**config.mk**
```make
export PLATFORM = sky130hd
export DESIGN_NAME = alu_8bit_flat
export DESIGN_NICKNAME = d
export VERILOG_FILES = /design/src/rtl/alu_8bit_if.sv /design/src/rtl/alu_8bit.sv /design/src/flat_wrapper.sv
export SDC_FILE = /design/constraint.sdc
export NUM_CORES = 1
export LEC_CHECK = 0
export ABC_AREA = 1
export BUFFER_PORTS_ARGS = -buffer_cell sky130_fd_sc_hd__buf_2
export CAP_MARGIN = 5
export CELL_PAD_IN_SITES_DETAIL_PLACEMENT = 1
export CELL_PAD_IN_SITES_GLOBAL_PLACEMENT = 1
export CORE_UTILIZATION = 48
export DETAILED_ROUTE_END_ITERATION = 8
export PLACE_DENSITY = 0.9
export SYNTH_ARGS = -nofsm -noshare
export SYNTH_HDL_FRONTEND = slang
export SYNTH_SLANG_ARGS = --single-unit
```
**constraint.sdc**
```tcl
create_clock -name clk -period 24 [get_ports clk]
set_input_delay 4.8 -clock clk [delete_from_list [all_inputs] [get_ports clk]]
set_output_delay 4.8 -clock clk [all_outputs]
set_load 0.02 [all_outputs]
```
**src/rtl/alu_8bit_if.sv**
```systemverilog
// alu_8bit_if: operand/select inputs and registered result/carry of alu_8bit
interface alu_8bit_if #(parameter int WIDTH = 8);
    logic [WIDTH-1:0] A;
    logic [WIDTH-1:0] B;
    logic [3:0]       ALU_Sel;
    logic [WIDTH-1:0] ALU_Out;
    logic             CarryOut;
    modport master(output A, B, ALU_Sel, input ALU_Out, CarryOut);
    modport slave(input A, B, ALU_Sel, output ALU_Out, CarryOut);
endinterface

```
**src/rtl/alu_8bit.sv**
```systemverilog
// alu_8bit: 16-op unsigned ALU with one clock of latency
// CarryOut always reflects A+B regardless of the selected op.
module alu_8bit #(parameter int WIDTH = 8) (
    input logic       clk,
    input logic       rst_n,
    alu_8bit_if.slave bus
);
    logic [WIDTH:0]   sum;
    logic [WIDTH-1:0] res;
    always_comb begin
        sum = {1'b0, bus.A} + {1'b0, bus.B};
        res = '0;
        case (bus.ALU_Sel)
            4'h0: res = sum[WIDTH-1:0];
            4'h1: res = bus.A - bus.B;
            4'h2: res = bus.A * bus.B;
            4'h3: res = (bus.B == '0) ? '0 : bus.A / bus.B;
            4'h4: res = {bus.A[WIDTH-2:0], 1'b0};
            4'h5: res = {1'b0, bus.A[WIDTH-1:1]};
            4'h6: res = {bus.A[WIDTH-2:0], bus.A[WIDTH-1]};
            4'h7: res = {bus.A[0], bus.A[WIDTH-1:1]};
            4'h8: res = bus.A & bus.B;
            4'h9: res = bus.A | bus.B;
            4'ha: res = bus.A ^ bus.B;
            4'hb: res = ~(bus.A | bus.B);
            4'hc: res = ~(bus.A & bus.B);
            4'hd: res = ~(bus.A ^ bus.B);
            4'he: res = WIDTH'(bus.A > bus.B);
            4'hf: res = WIDTH'(bus.A == bus.B);
        endcase
    end
    always_ff @(posedge clk) begin
        if (!rst_n) begin
            bus.ALU_Out  <= '0;
            bus.CarryOut <= 1'b0;
        end else begin
            bus.ALU_Out  <= res;
            bus.CarryOut <= sum[WIDTH];
        end
    end
endmodule

```
**src/flat_wrapper.sv**
```systemverilog
// flat-port wrapper written by rule: the top's interface ports become plain ports
module alu_8bit_flat 
#(parameter int WIDTH = 8)
  (clk, rst_n, bus_A, bus_B, bus_ALU_Sel, bus_ALU_Out, bus_CarryOut);
  alu_8bit_if #(.WIDTH(WIDTH)) bus_i ();
  input logic clk;
  input logic rst_n;
  input wire logic [$bits(bus_i.A)-1:0] bus_A;
  input wire logic [$bits(bus_i.B)-1:0] bus_B;
  input wire logic [$bits(bus_i.ALU_Sel)-1:0] bus_ALU_Sel;
  output wire logic [$bits(bus_i.ALU_Out)-1:0] bus_ALU_Out;
  output wire logic [$bits(bus_i.CarryOut)-1:0] bus_CarryOut;
  assign bus_i.A = bus_A;
  assign bus_i.B = bus_B;
  assign bus_i.ALU_Sel = bus_ALU_Sel;
  assign bus_ALU_Out = bus_i.ALU_Out;
  assign bus_CarryOut = bus_i.CarryOut;
  alu_8bit #(.WIDTH(WIDTH)) u_core (.clk(clk), .rst_n(rst_n), .bus(bus_i));
endmodule
```
==> results_dict.tcl, run 1 <==
set metrics [dict create \
    endpoint_kind "flop" \
    mostFrequentLayoutCells "nand2_1, inv_1, ha_1" \
    whs_endpoint "u_core.bus.ALU_Out[4]" \
    cts_root_buf "clkbuf_8" \
    grt_max_degree 14 \
    yosysUniqueCellTypes 47 \
    cts.reportedPaths.clkPinSlew_ps 50 \
    route.detailed.drc 2 \
    use_met1 0.428 \
    clockBufferDepth 2 \
    cts_tree "built" \
    synthToLayoutAreaGrowth_pct 6.31 \
    yosysSeqAreaShare 0.0410 \
    place.detailed.hpwl_um 13800 \
    grt_pass1_wl_um 26600 \
    crit_start "bus_B[0]" \
    gp_congestion 1.00 \
    hold_slack_ps 4890 \
    wirelength_um 16500 \
    cts_buffers 3 \
    route.vias.total 5001 \
    syn_area_mm2 0.00440 \
    clock-sinks 9 \
    cap_violations 0 \
    cp_max_fo 12 \
    yosys_warnings 0 \
    grtUsageTotal 0.354 \
    port_buffers 30 \
    hold_viol 0 \
    synth_seq_cells 9 \
    busiest_layer "met2" \
    die_h_um 97.7 \
    layout.nets 858 \
    hold_path.class "input pin to flop" \
    yosys.area.top_type_share 0.225 \
    arrival_ps 14360 \
    pwr_density_cell_mw_per_mm2 36.6 \
    grt_use_met3 0.0372 \
    avgViaCountPerCell 5.88 \
    post-synth-top-area-cell "ha_1" \
    core_area_mm2 0.00881 \
    grt_pass1_vias 5265 \
    grt_remaining_overflow 0 \
    antenna_found_initial 0 \
    tns_ps 0 \
    rsz0062_at_grt "no" \
    crit_path_start_kind "input pin" \
    hold_depth 3 \
    fmax_ghz 0.0706 \
    setup_viol 0 \
    global_route.usage.met2 0.640 \
    dieWidth_um 97.7 \
    cts_max_level 1 \
    drive_gt1_frac 0.101 \
    power_uw 171 \
    diodes 0 \
    violations "design-rule violations" \
    cellLeakagePower_uw 0.00272 \
    tightestPinTransition_ps 671 \
    rows 34 \
    dr.pass1.iters 7 \
    drtIter0Drc 310 \
    fin_crit_sh 0.591 \
    drv_slew 0 \
    hp-start "rst_n" \
    layout_commonest_cell "nand2_1" \
    netlist_instances 719 \
    ir_drop_mv 0.0211 \
    wl_per_cell_um 19.4 \
    die_area_mm2 0.00955 \
    min_period_ps 14170 \
    synth_area_leaders "ha_1, nand2_1, inv_1" \
    slew_headroom 0.551 \
    syn_avg_cell_area_um2 6.12 \
    path_class "input pin to flop" \
    cp_slowest_cell "ha_1" \
    cpPeakStageDelay_ps 370 \
    cts_repair_resize_count 0 \
    start_util 0.500 \
    syn-num-nets 834 \
    status "finished with violations" \
    postCtsSetupBuffers 0 \
    io-pin-count 31 \
    critPathMostFrequentCell "nand2_1" \
    worstPathRequired_ps 24190 \
    ctsHoldBuffers 0 \
    postRouteAntennaNets 0 \
]
## layer usage
metal	routed length [µm]	vias up
met4	663	0
met3	814	42
li1	-	2379
met2	8110	166
met1	6870	2414
met5	0	-
## stage by stage
stage	utilization	instances	cell area (µm²)	setup WS (ps)
6_report	0.531	850	4680	9830
5_1_grt	0.531	850	4680	8870
4_1_cts	0.531	850	4680	9880
3_5_place_dp	0.526	846	4630	9670
3_3_place_gp	0.526	846	4630	10310
2_1_floorplan	-	719	4400	11610
## worst max-delay path, delay by kind of cell
kind / cells / cell delay, ps
adder cells (fa/ha/maj): 8 / 2550
buffers and inverters: 12 / 1410
AND/OR/NAND/NOR: 31 / 3660
AO/OA/AOI/OAI: 12 / 1930
## sequential cells by signal (all words and copies together) (netlist names)
| name | count |
|---|---|
| u_core.bus.ALU_Out | 8 |
| u_core.bus.CarryOut | 1 |
## report_power, final
part           internal (µW)  switching, µW
Clock                   11.4           7.04
Combinational           47.9           87.9
Sequential              16.6          0.479
## how the worst max path moves through the flow
| stage | slack [ps] | endpoint |
|---|---|---|
| CTS | 9880 | u_core.bus.ALU_Out[0] |
| global placement | 10310 | u_core.bus.ALU_Out[0] |
| finish | 9830 | u_core.bus.ALU_Out[0] |
| global route | 8870 | u_core.bus.ALU_Out[0] |
| detailed placement | 9670 | u_core.bus.ALU_Out[0] |
| floorplan | 11610 | u_core.bus.ALU_Out[0] |
## cell usage after synthesis (all sizes together)
master and number:
fa 14, o21ai 33, xor2 14, dfxtp 9, a21oi 34, nor4 3
a31oi 3, clkbuf 6, o221ai 5, nor2 46, nor3b 2, o21bai 6
ha 79, nand2 183, o21a 1, a21boi 2, o31ai 3, a221oi 3
and2 4, a21o 2, a211oi 1, nand3 61, a41oi 1, or2 11
o2111ai 4, o211ai 5, nor3 11, o22ai 10, xnor2 10, clkinv 1
buf 5, nand4 5, inv 142
## final cells by class
class,instances,area (µm²)
Clock buffer,3,41.3
Clock inverter,1,5.00
Fill cell,1309,4130
Inverter,143,537
Multi-Input combinational cell,556,3630
Sequential cell,9,180
Tap cell,108,135
Timing Repair Buffer,30,150
## kinds of logic after synthesis
| kind of cell | synth area share |
|---|---|
| AOI/OAI and AO/OA | 0.159 |
| xor gates and xnor gates | 0.0478 |
| buffers and inverters | 0.134 |
| DFF | 0.0410 |
| adders and majority gates | 0.288 |
| and+or+nand+nor | 0.329 |
(Power assumes the default switching activity.)
==> inputs of run 2 (changes only) <==
--- a/config.mk
+++ b/config.mk
@@ -10,9 +10,9 @@
 export CAP_MARGIN = 5
 export CELL_PAD_IN_SITES_DETAIL_PLACEMENT = 1
 export CELL_PAD_IN_SITES_GLOBAL_PLACEMENT = 1
-export CORE_UTILIZATION = 48
+export CORE_UTILIZATION = 44
 export DETAILED_ROUTE_END_ITERATION = 8
-export PLACE_DENSITY = 0.9
+export PLACE_DENSITY = 0.83
 export SYNTH_ARGS = -nofsm -noshare
 export SYNTH_HDL_FRONTEND = slang
 export SYNTH_SLANG_ARGS = --single-unit
==> constraint.sdc (replaced) <==
create_clock -name clk -period 14.3 [get_ports clk]
set_input_delay 2.86 -clock clk [delete_from_list [all_inputs] [get_ports clk]]
set_output_delay 2.86 -clock clk [all_outputs]
set_load 0.02 [all_outputs]
==> run 2 against run 1 <==
The run now ends clean. Critical endpoint unchanged. Non-clock buffer count unchanged. Sequential power increased by 67%. Total power increased by 68%. Worst setup slack got worse by 7600 ps. Clock-buffer cell count unchanged.
==> results_dict.tcl, run 2 (synthesis results as in run 1) <==
set metrics [dict create \
    status "complete, no violations" \
    cts.reportedPaths.clkPinSlew_ps 50 \
    grtUsageTotal 0.337 \
    reg_top3 "u_core.bus.ALU_Out (8), u_core.bus.CarryOut (1)" \
    crit_path_start_kind "input pin" \
    dr.pass1.iters 6 \
    cap_violations 0 \
    port_buffers 30 \
    rsz0062_at_grt "no" \
    wl_per_cell_um 19.2 \
    fmax_ghz 0.0827 \
    top_register "u_core.bus.ALU_Out" \
    core_area_mm2 0.00973 \
    slew_headroom 0.521 \
    hold_viol 0 \
    hold_depth 3 \
    largest_reg_flops 8 \
    cts_max_level 1 \
    tightestPinTransition_ps 716 \
    tns_ps 0 \
    cellLeakagePower_uw 0.00272 \
    route.vias.total 4954 \
    avgViaCountPerCell 5.66 \
    min_period_ps 12090 \
    nFillCells 1421 \
    path_class "input pin to flop" \
    drv_slew 0 \
    antenna_found_initial 0 \
    die_h_um 102 \
    grt_max_degree 14 \
    place.detailed.hpwl_um 14100 \
    rows 36 \
    postCtsSetupBuffers 0 \
    cts_root_buf "clkbuf_8" \
    grt_remaining_overflow 0 \
    diodes 0 \
    postRouteAntennaNets 0 \
    hp-start "rst_n" \
    clock-sinks 9 \
    whs_endpoint "u_core.bus.ALU_Out[4]" \
    cts_tree "built" \
    drive_gt1_frac 0.101 \
    dieWidth_um 102 \
    start_util 0.452 \
    critPathMostFrequentCell "nand2_1" \
    endpoint_kind "flop" \
    multi_input_area_mm2 0.00363 \
    ctsHoldBuffers 0 \
    fin_area_mm2 0.00471 \
    fin_crit_sh 0.846 \
    layout.nets 858 \
    pwr_density_cell_mw_per_mm2 61.1 \
    route.detailed.drc 0 \
    cts_repair_resize_count 0 \
    cp_slowest_cell "ha_1" \
    seq_area_um2 180 \
    hold_path.class "input pin to flop" \
    cts_buffers 3 \
    setup_viol 0 \
    cpPeakStageDelay_ps 360 \
    worstPathRequired_ps 14430 \
    io-pin-count 31 \
    wirelength_um 16800 \
    die_area_mm2 0.0104 \
    gp_congestion 0.976 \
    dpl_cell_area_mm2 0.00466 \
    grt_pass1_vias 5268 \
    layout_commonest_cell "nand2_1" \
    arrival_ps 12230 \
    drtIter0Drc 182 \
    clockBufferDepth 2 \
    ir_drop_mv 0.0352 \
    cp_max_fo 12 \
    grt_pass1_wl_um 26800 \
    mostFrequentLayoutCells "nand2_1, inv_1, ha_1" \
    synthToLayoutAreaGrowth_pct 7.03 \
]
run 2: cell counts in the layout (fill, tap and decap cells not counted):
Identical to the previous run, type by type.
run 2: area by class of cell:
| type | count | area share |
|---|---|---|
| clock buffer | 3 | 0.00877 |
| clock inverter | 1 | 0.00106 |
| inverter | 143 | 0.114 |
| multi-input combinational | 556 | 0.771 |
| sequential | 9 | 0.0383 |
| tap | 133 | 0.0353 |
| timing repair buffer | 30 | 0.0319 |
run 2: worst max-delay path by stage:
stage,startpoint,end,slack (ps)
floorplan,bus_B[0],u_core.bus.ALU_Out[0],3850
global placement,bus_B[0],u_core.bus.ALU_Out[0],2650
detailed placement,bus_B[0],u_core.bus.ALU_Out[0],2070
CTS,bus_B[0],u_core.bus.ALU_Out[0],2320
global route,bus_B[0],u_core.bus.ALU_Out[0],1230
finish,bus_B[0],u_core.bus.ALU_Out[0],2210
run 2: power breakdown:
| group | switching, µW | internal (µW) | total, µW |
|---|---|---|---|
| clock | 10.6 | 19.0 | 29.6 |
| sequential | 0.735 | 27.9 | 28.6 |
| combinational | 149 | 80.4 | 229 |
run 2: per-stage QoR:
stage | utilization | cells | setup slack (ps) | hold slack [ps] | total power (µW)
after floorplan | - | 719 | 3850 | 3160 | 189
after global placement | 0.479 | 871 | 2650 | 3180 | 243
after detailed placement | 0.479 | 871 | 2070 | 3200 | 256
after CTS | 0.484 | 875 | 2320 | 2940 | 288
after global routing | 0.484 | 875 | 1230 | 2960 | 318
final | 0.484 | 875 | 2210 | 2950 | 288
run 2: worst max-delay path, delay by kind of cell:
family          cells  cell delay [ps]
fa+ha+maj           8             2530
compound gates     14             2080
simple gates       34             3500
buf+inv             9             1070
xor+xnor            1              170
run 2: layer usage:
layer | part of all wire | routed length [µm] | GRT usage
met2 | 0.48 | 8060 | 0.593
met5 | 0 | 0 | 0
met3 | 0.057 | 954 | 0.0486
met1 | 0.43 | 7160 | 0.415
met4 | 0.038 | 643 | 0.124
